===== src/rtl/shift_sequencer.sv =====
// Round-robin controller sharing one 8-bit serial shift register between two byte requesters.
// Each transaction shifts a tx byte in LSB-first and returns the bits shifted out.
module shift_sequencer #(
  parameter int unsigned DIV = 4
) (
  input  logic       clk,
  input  logic       reset,
  input  logic [1:0] req_valid,
  input  logic [7:0] req_data0,
  input  logic [7:0] req_data1,
  output logic [1:0] req_ready,
  output logic [1:0] rsp_valid,
  output logic [7:0] rsp_data,
  input  logic       clear,
  output logic       busy,
  output logic       sh_enable,
  output logic       sh_reset,
  output logic       sh_in,
  input  logic       sh_out
);

  localparam int unsigned     CW       = (DIV > 1) ? $clog2(DIV) : 1;
  localparam logic [CW-1:0]   DIV_LAST = CW'(DIV - 1);

  localparam logic [1:0] IDLE  = 2'd0;
  localparam logic [1:0] SHIFT = 2'd1;
  localparam logic [1:0] DONE  = 2'd2;
  localparam logic [1:0] CLEAR = 2'd3;

  logic [1:0]    state;
  logic [CW-1:0] div_cnt;
  logic [2:0]    bit_cnt;
  logic [7:0]    tx;
  logic [7:0]    rx;
  logic [7:0]    rx_capt;
  logic          last_grant;
  logic          post_reset;
  logic          grant;

  always_comb begin
    grant = (&req_valid) ? ~last_grant : req_valid[1];
  end

  always_comb begin
    rx_capt          = rx;
    rx_capt[bit_cnt] = sh_out;
  end

  always_ff @(posedge clk) begin
    if (reset) begin
      state      <= IDLE;
      req_ready  <= '0;
      rsp_valid  <= '0;
      rsp_data   <= '0;
      busy       <= 1'b0;
      sh_enable  <= 1'b0;
      sh_reset   <= 1'b1;
      sh_in      <= 1'b0;
      post_reset <= 1'b1;
      last_grant <= 1'b1;
      div_cnt    <= '0;
      bit_cnt    <= '0;
      tx         <= '0;
      rx         <= '0;
    end else begin
      req_ready  <= '0;
      rsp_valid  <= '0;
      sh_enable  <= 1'b0;
      sh_reset   <= post_reset;
      post_reset <= 1'b0;
      case (state)
        // DONE arbitrates like IDLE so the next accept can follow the completion directly.
        IDLE, DONE: begin
          if (clear) begin
            state    <= CLEAR;
            busy     <= 1'b1;
            sh_reset <= 1'b1;
          end else if (|req_valid) begin
            state      <= SHIFT;
            busy       <= 1'b1;
            req_ready  <= grant ? 2'b10 : 2'b01;
            tx         <= grant ? req_data1 : req_data0;
            sh_in      <= grant ? req_data1[0] : req_data0[0];
            last_grant <= grant;
            div_cnt    <= '0;
            bit_cnt    <= '0;
          end else begin
            state <= IDLE;
            busy  <= 1'b0;
          end
        end
        SHIFT: begin
          div_cnt <= (div_cnt == DIV_LAST) ? '0 : div_cnt + 1'b1;
          if (sh_enable) begin
            rx      <= rx_capt;
            bit_cnt <= bit_cnt + 3'd1;
            sh_in   <= tx[bit_cnt + 3'd1];
          end
          if (sh_enable && bit_cnt == 3'd7) begin
            state     <= DONE;
            rsp_valid <= last_grant ? 2'b10 : 2'b01;
            rsp_data  <= rx_capt;
            sh_in     <= 1'b0;
          end else begin
            sh_enable <= (div_cnt == DIV_LAST);
          end
        end
        CLEAR: begin
          state <= IDLE;
          busy  <= 1'b0;
        end
        default: begin
          state <= IDLE;
          busy  <= 1'b0;
        end
      endcase
    end
  end

endmodule


===== config.mk =====
export PLATFORM = sky130hd
export DESIGN_NAME = shift_sequencer
export DESIGN_NICKNAME = d
export VERILOG_FILES = /design/src/rtl/shift_sequencer.sv
export SDC_FILE = /design/constraint.sdc
export NUM_CORES = 1
export LEC_CHECK = 0
export ABC_AREA = 1
export CAP_MARGIN = 10
export CORE_MARGIN = 2
export CORE_UTILIZATION = 40
export CTS_CLUSTER_SIZE = 20
export DETAILED_ROUTE_END_ITERATION = 16
export GPL_TIMING_DRIVEN = 0
export HOLD_SLACK_MARGIN = 0.03
export PLACE_DENSITY = 0.65
export SETUP_SLACK_MARGIN = 0.3
export SYNTH_ARGS = -nofsm -noshare
export SYNTH_HDL_FRONTEND = slang
export SYNTH_SLANG_ARGS = --single-unit

===== constraint.sdc =====
create_clock -name clk -period 1.69 [get_ports clk]
set_input_delay 0.338 -clock clk [delete_from_list [all_inputs] [get_ports clk]]
set_output_delay 0.338 -clock clk [all_outputs]
set_load 0.02 [all_outputs]

# After elaboration in Yosys (flattened, before gate mapping)
# Cells that the tools add are included.
# op_classes
n_addsub,2
order_cmp,3
n_eq_ne,10
muxes,33
bitwise,6
n_reduce_logical,17
# op_table
cell,n
2-to-1 mux 1 bit,14
2-to-1 mux 2 bit,7
2-to-1 mux 3 bit,3
bitwise mux 8 bit,1
"less-than comparator 3 x 4 -> 1 bit, second input constant",2
2-to-1 mux 8 bit,1
"!= test 2 bit, second input constant",4
AND reduction 4 bit,2
"equality test 2 bit, second input constant",3
NOT 1 bit,6
case mux 2 bit (3 select lines),1
case mux 3 bit (2 select lines),1
AND reduction 2 bit,3
AND reduction 3 bit,2
OR reduction 3 bit,2
case mux 1 bit (2 select lines),2
case mux 2 bit (2 select lines),1
nonzero test 2 bit,2
OR reduction 2 bit,2
OR reduction 4 bit,1
"adder 3 x 1 -> 3 bit, second input constant",1
binary-select mux 1 bit (select 3 bit),1
demux 1 bit (select 3 bit),1
"equality test 3 bit, second input constant",1
other kinds (6),7
# totals
regBits,41
elab_cells,85

# Longest topological paths before layout
# Gate-level depths: netlist of the first run.
# logic_depth
word_depth,6
mapped_depth,8

# Worst setup path before layout of the first run
# No wires, ideal clock.
# synth_timing
path_kind,reg2reg
startpoint,register bit_cnt[1]
endpoint,register rsp_data[4]
setup_ns,0.115
t_arrival_ns,1.158
setup_slack_ns,0.416
stages_incl_launch_ff,8
n_path_buf,0
synth_period_minus_slack_ns,1.274
path_cell_list,dfxtp_1 > ha_1 > ha_1 > nand2_1 > inv_1 > nand2_1 > o21ai_0 > inv_1
# synth_via
elab_chain_cells,5
word_cells_on_any_way,9
classes_between,order compare (2); eq/ne (1); mux (3); reduce/logical (3)
# synth_rtl
element,line_no,rtl
"start, declared",32,logic [2:0] bit_cnt;
"start signal, assigned",96,bit_cnt <= bit_cnt + 3'd1;
less-than comparator 3 x 4 -> 1 bit (implied by the code) / >= comparator 3 x 1 -> 1 bit (equally long branches),46,rx_capt[bit_cnt] = sh_out;
logical AND 1 bit (implied by the code),46,
2-to-1 mux 1 bit (implied by the code),46,
demux 1 bit (select 3 bit),46,
bitwise mux 8 bit,46,
"end signal, assigned",102,rsp_data <= rx_capt;
"end, declared",13,"output logic [7:0] rsp_data,"
# Several ways; a longest one is shown, not always the timed one.
# A chain may end at the register's enable or synchronous reset.

# Worst setup path after layout of the first run
# layout_timing
startpoint,register sh_enable
endpoint,output sh_enable
# layout_rtl
element,line_no,rtl
"start, declared",16,"output logic sh_enable,"
"start signal, assigned",105,sh_enable <= (div_cnt == DIV_LAST);
# No word-level cell between the ends.

==> run summary, run 1 <==
status -> complete, no violations
GP Congestion -> 0.7720
Crit path required time -> 1350 ps
sequential area share after synthesis -> 45.21%
Yosys cell types -> 21
first-pass GRT wire length -> 7189 um
part of the power in combinational logic -> 13.5%
dominant cells by area after synthesis -> dfxtp_1 45%, nand2_1 12%, a21oi_1 6.1%, nand3_1 6.1%, inv_1 6.0%
Synth top cells by count -> 56 x nand2_1, 41 x dfxtp_1, 29 x inv_1, 22 x a21oi_1, 22 x nand3_1
PwrDens -> 756.3 nW/um^2
CTS Buf Count -> 5
Synth Area in XOR/XNOR -> 0%
R2R setup slack -> 400 ps
I/O pin count -> 38
global route overflow -> 0
Seq pwr share -> 54.5%
Place WS -> -71.55 ps
Max stage delay on crit path -> 370 ps
delay-heaviest family, CP -> flip-flops
Sw Share -> 24.88%
maximum clock frequency -> 747.4 MHz
simple-gate portion of the synthesized area -> 24.12%
Slew Limit Fails -> 0
CORE AREA -> 4354 um^2
sw power -> 465.9 uW
most common cell in the synthesized netlist -> nand2_1
unrepaired setup endpoints after global routing -> false
TritonCTS clock tree -> done
Yosys top cell area share -> 45.21%
Ant. Diodes -> 0
overall die height -> 71.37 um
number of synthesized flops with an enable pin -> 0
slowest cell on the critical path -> dfxtp_1
Critical Path AT -> 1000 ps
Detailed Routing Iterations Pass 1 -> 4
Die X -> 71.37 um
number of synthesized register bits -> 41
Crit. End Element -> output port
Die Area -> 5094 um^2
Residual DRC -> 0
Layout fillers -> 422
average wire per standard cell -> 11.95 um
slew of the pin with the lowest slew margin -> 275.9 ps
Synth area leader -> dfxtp_1
Cell Area, Synth -> 1815 um^2
Clock Power Share -> 32.0%
Net count, final -> 324
Hold-fix buffers, CTS -> 0
Async SR Flop Fraction -> 0%
Post-Syn Instances -> 248
Setup TNS Final -> 0 ps
row count -> 24
clock tree buffer depth -> 2
Total Power -> 1.873 mW
Final setup violation count -> 0
number of max-cap violations -> 0
CP Cell Sequence -> dlygate4sd2_1
Final ANT Viol Nets -> 0
Final HPWL DP -> 2843 um
final hold vios -> 0
Crit Path Category -> flop to output port
Leak Pwr -> 1.246 nW
area share of fa/ha/maj cells after synthesis -> 2.068%
Area Growth Syn to Fin -> 36.39%
worst-path fanout max -> 3
Worst-path clk slew -> 70 ps
Setup Skew -> 5.049 ps
Initial Util -> 41.70%
largest family of logic cells by synthesized area -> simple AND/OR/NAND/NOR gates
syn_nets -> 273
port bufs -> 37
vias in the first global route -> 1,659
clock sinks -> 41
relative slew slack -> 81.41%
share of cells above drive strength 1 -> 14.33%
fin util -> 56.87%
post-synthesis mux area share -> 0%
clock root cell -> clkbuf_8
YS warnings -> 0
initial antenna violation count -> 0
Worst setup SP type -> flop
internal power -> 1.407 mW
min cycle time layout -> 1338 ps
H-tree levels -> 2
vias -> 1,710
clk_lat worst skew -> 280 ps
Hold Crit Class -> flop to flop
Final period util -> 79.17%
Final WS setup -> 352.1 ps
Max VDD drop -> 0.5120 mV
Buf/Inv on CP -> 1
routed wire length -> 4208 um
Top FF cell, synth -> dfxtp_1
largest net degree at the start of global routing -> 13
Initial DRC Count -> 45
DR vias/cell -> 4.858
GR Util All Layers -> 17.61%
Mapped Avg Cell Area -> 7.321 um^2
Synth Area in Compound Gates -> 18.19%
## flip-flops by register name, summed over array words and instances, names as in the netlist, 2 cells and up
signal	cells
bit_cnt	3
div_cnt	2
req_ready	2
rsp_data	8
rsp_valid	2
rx	8
state	2
tx	8
## stage by stage
stage               cells  instance area (um^2)  hold WS [ps]
global route          352                  2476         436.1
floorplan             248                  1815         365.7
CTS                   345                  2346         425.5
global placement      337                  2251         406.3
detailed placement    337                  2251         407.0
finish                352                  2476         422.4
## power groups by stage
stage | clock, mW | combinational (mW) | sequential (mW)
finish | 0.599 | 0.253 | 1.02
global route | 0.651 | 0.282 | 1.02
CTS | 0.616 | 0.224 | 1.02
detailed placement | 0 | 0.221 | 1.04
global placement | 0 | 0.218 | 1.04
floorplan | 0 | 0.117 | 1.05
## worst paths after layout
check,end,depth (start not counted),start
setup reg to reg,rsp_data[5],7,bit_cnt[0]
hold reg to reg,sh_reset,2,post_reset
hold / removal,sh_reset,2,post_reset
setup / recovery,sh_enable,1,sh_enable
## cell usage in the layout, fill, tap and decap left out, types with 4 or more instances in the layout
cell type and n:
dfxtp_1 38, nand2_1 55, o21a_1 8, o21ai_1 12, inv_1 27, nor2_1 13, inv_2 4, nand3_1 22
clkdlybuf4s50_1 19, clkbuf_8 5, dlygate4sd2_1 16, o21ai_0 18, buf_4 7, a21oi_1 22
## area by class of cell
class                   count  area (um^2)  share of cell area [%]
multi-input cells         164        849.6                   34.31
flip-flops and latches     41        827.0                   33.40
repair buffers             44        422.9                   17.08
inverters                  34        137.6                   5.558
plain buffers               9        91.34                   3.689
clock buffers               6        72.57                   2.931
well taps                  52        65.06                   2.628
clock inverters             2        10.01                  0.4042
## cells by family (layout without fill, tap and decap cells)
family | count (synthesis) | in the layout
AO/OA/AOI/OAI | 61 | 61
flip-flops | 41 | 41
buffers and inverters | 43 | 95
adder cells (fa/ha/maj) | 3 | 3
AND/OR/NAND/NOR | 100 | 100
## metal layers
layer  up-vias  global-route usage, %  wire, um
li1        898                      -         -
met3         6                  3.797       118
met1       780                  23.32      2089
met5         -                      0         0
met2        26                  29.32      1956
met4         0                  4.403        44
## timing repair
action | CTS | global route
endpoints found under the setup margin | 33 | 21
buffers inserted | 0 | 5
pin swaps | 0 | 3
gates resized for setup | 27 | 24
gates cloned | 0 | 2
(Power assumes the default switching activity.)
==> run 2, diff against run 1 <==
--- a/config.mk
+++ b/config.mk
@@ -13,7 +13,7 @@
 export DETAILED_ROUTE_END_ITERATION = 16
 export GPL_TIMING_DRIVEN = 0
 export HOLD_SLACK_MARGIN = 0.03
-export PLACE_DENSITY = 0.65
+export PLACE_DENSITY = 0.68
 export SETUP_SLACK_MARGIN = 0.3
 export SYNTH_ARGS = -nofsm -noshare
 export SYNTH_HDL_FRONTEND = slang
==> constraint.sdc (replaced) <==
create_clock -name clk -period 1.2 [get_ports clk]
set_input_delay 0.24 -clock clk [delete_from_list [all_inputs] [get_ports clk]]
set_output_delay 0.24 -clock clk [all_outputs]
set_load 0.02 [all_outputs]
==> run 2 against run 1 <==
  * First-iteration DRC count up 53%
  * Utilization rose by 11 points
  * Wire length up 9.3%
  * Hold slack got worse by 210 ps
  * Critical endpoint is now rsp_data[2]
==> run summary, run 2 (same netlist as run 1, synthesis figures left out) <==
status -> complete, no violations
Setup Skew -> 4.390 ps (-0.6592 ps)
Slew Limit Fails -> 0 (unchanged)
PwrDens -> 962.1 nW/um^2 (+27%)
fin util -> 67.44% (+11 points)
Worst-path clk slew -> 80 ps (about the same)
Net count, final -> 336 (+3.7%)
Max VDD drop -> 0.6601 mV (+29%)
delay-heaviest family, CP -> flip-flops
Critical Path AT -> 1370 ps (+370 ps)
Largest regs -> rsp_data x8, rx x8, tx x8
share of cells above drive strength 1 -> 41.03% (+27 points)
slew of the pin with the lowest slew margin -> 272.4 ps (-3.427 ps)
Final setup violation count -> 0 (unchanged)
maximum clock frequency -> 847.3 MHz
Die X -> 71.37 um (unchanged)
Detailed Routing Iterations Pass 1 -> 5 (+1)
Area Growth Syn to Fin -> 61.75%
cell area after layout -> 2937 um^2 (+19%)
Crit path required time -> 1390 ps (+40 ps)
clock sinks -> 41 (unchanged)
commonest cells after routing, fill and taps aside -> 46 x nand2_1, 28 x buf_6, 27 x inv_1, 19 x dfxtp_1, 18 x dfxtp_2
Initial DRC Count -> 69 (+53%)
relative slew slack -> 81.65% (+0.23 points)
first-pass GRT wire length -> 7755 um (+7.9%)
Final HPWL DP -> 2976 um (+4.7%)
average wire per standard cell -> 12.64 um (+5.7%)
min cycle time layout -> 1180 ps
row count -> 24 (unchanged)
routed wire length -> 4601 um (+9.3%)
Crit. End Element -> flop
Hold Crit Class -> input pin to flop
global route overflow -> 0 (unchanged)
Buf/Inv on CP -> 2 (+1)
DR vias/cell -> 4.981 (+2.5%)
Layout fillers -> 348 (-18%)
clock tree buffer depth -> 2 (unchanged)
overall die height -> 71.37 um (unchanged)
clock root cell -> clkbuf_8
Worst setup SP type -> flop
final hold vios -> 0 (unchanged)
worst-path fanout max -> 7 (+4)
Residual DRC -> 0 (unchanged)
vias -> 1,813 (+6.0%)
Die Area -> 5094 um^2 (unchanged)
largest net degree at the start of global routing -> 12 (-1)
slowest cell on the critical path -> dfxtp_4
port bufs -> 37 (unchanged)
CTS Buf Count -> 5 (unchanged)
initial antenna violation count -> 0 (unchanged)
Post-DP Area -> 2394 um^2 (+6.3%)
Final ANT Viol Nets -> 0 (unchanged)
GP Congestion -> 0.7639 (-1.0%)
clk_lat worst skew -> 290 ps (about the same)
Leak Pwr -> 1.377 nW (+10%)
number of max-cap violations -> 0 (unchanged)
most common cell after layout, fill and taps aside -> nand2_1
H-tree levels -> 2 (unchanged)
Initial Util -> 41.70% (unchanged)
Ant. Diodes -> 0 (unchanged)
CORE AREA -> 4354 um^2 (unchanged)
Max stage delay on crit path -> 360 ps (about the same)
CP Cell Sequence -> ha_4, ha_4, nand2_4, inv_4, nand3_4, inv_4, nand2_2, nand2_1
unrepaired setup endpoints after global routing -> true
TritonCTS clock tree -> done
vias in the first global route -> 1,758 (+6.0%)
I/O pin count -> 38 (unchanged)
Hold-fix buffers, CTS -> 0 (unchanged)
Final period util -> 98.35%
Crit Path Category -> flop to flop
Total Power -> 2.825 mW (+51%)
GR Util All Layers -> 19.51% (+1.9 points)
-- run 2: worst register-to-register path: stages, from the launching register on --
cell	delay (ps)
dfxtp_4	360
ha_4	160
ha_4	150
nand2_4	50
inv_4	50
nand3_4	100
inv_4	70
nand2_2	70
nand2_1	60
-- run 2: layout make-up --
cell class                      count  area [um^2]  area share [%]
Buffer                              9        105.1           3.579
Clock buffer                        8        80.08           2.727
Inverter                           34        152.6           5.198
Multi-Input combinational cell    164         1062           36.17
Sequential cell                    41        858.3           29.23
Tap cell                           52        65.06           2.216
Timing Repair Buffer               56        613.1           20.88
-- run 2: report_power, final --
group | switching (mW) | internal (mW) | total (mW) | leakage, nW
Clock | 0.459 | 0.414 | 0.872 | 0.0395
Sequential | 0.0357 | 1.41 | 1.44 | 0.344
Combinational | 0.242 | 0.270 | 0.512 | 0.994
Total | 0.737 | 2.09 | 2.83 | 1.38
-- run 2: through the flow --
stage	setup TNS, ps	setup slack, ps	hold WS (ps)	cells
after floorplan	0	74.09	267.7	248
after global placement	-8389	-340.7	395.2	337
after detailed placement	-9015	-348.3	434.5	337
after CTS	0	39.59	201.5	362
after global routing	-261.1	-53.24	226.0	364
final	0	19.82	209.7	364
-- run 2: worst paths after layout --
path	startpoint	end	slack (ps)	cells past startpoint
setup / recovery	bit_cnt[1]	rsp_data[2]	20	8
hold / removal	reset	post_reset	210	1
setup reg to reg	bit_cnt[1]	rsp_data[2]	20	8
hold reg to reg	last_grant	rsp_valid[0]	430	1
-- run 2: repair_timing --
action / CTS / global route
cloned: 5 / 0
setup endpoints to repair: 55 / 55
pin swaps: 16 / 12
gates resized for setup: 158 / 33
setup buffers: 12 / 2
-- run 2: routing by layer --
| metal | track usage (%) | vias up | part of all wire [%] |
|---|---|---|---|
| met5 | 0 | - | 0 |
| met4 | 7.338 | 0 | 1.7 |
| met3 | 3.797 | 9 | 4.8 |
| met2 | 33.33 | 46 | 50 |
| met1 | 24.34 | 833 | 44 |
| li1 | - | 925 | - |
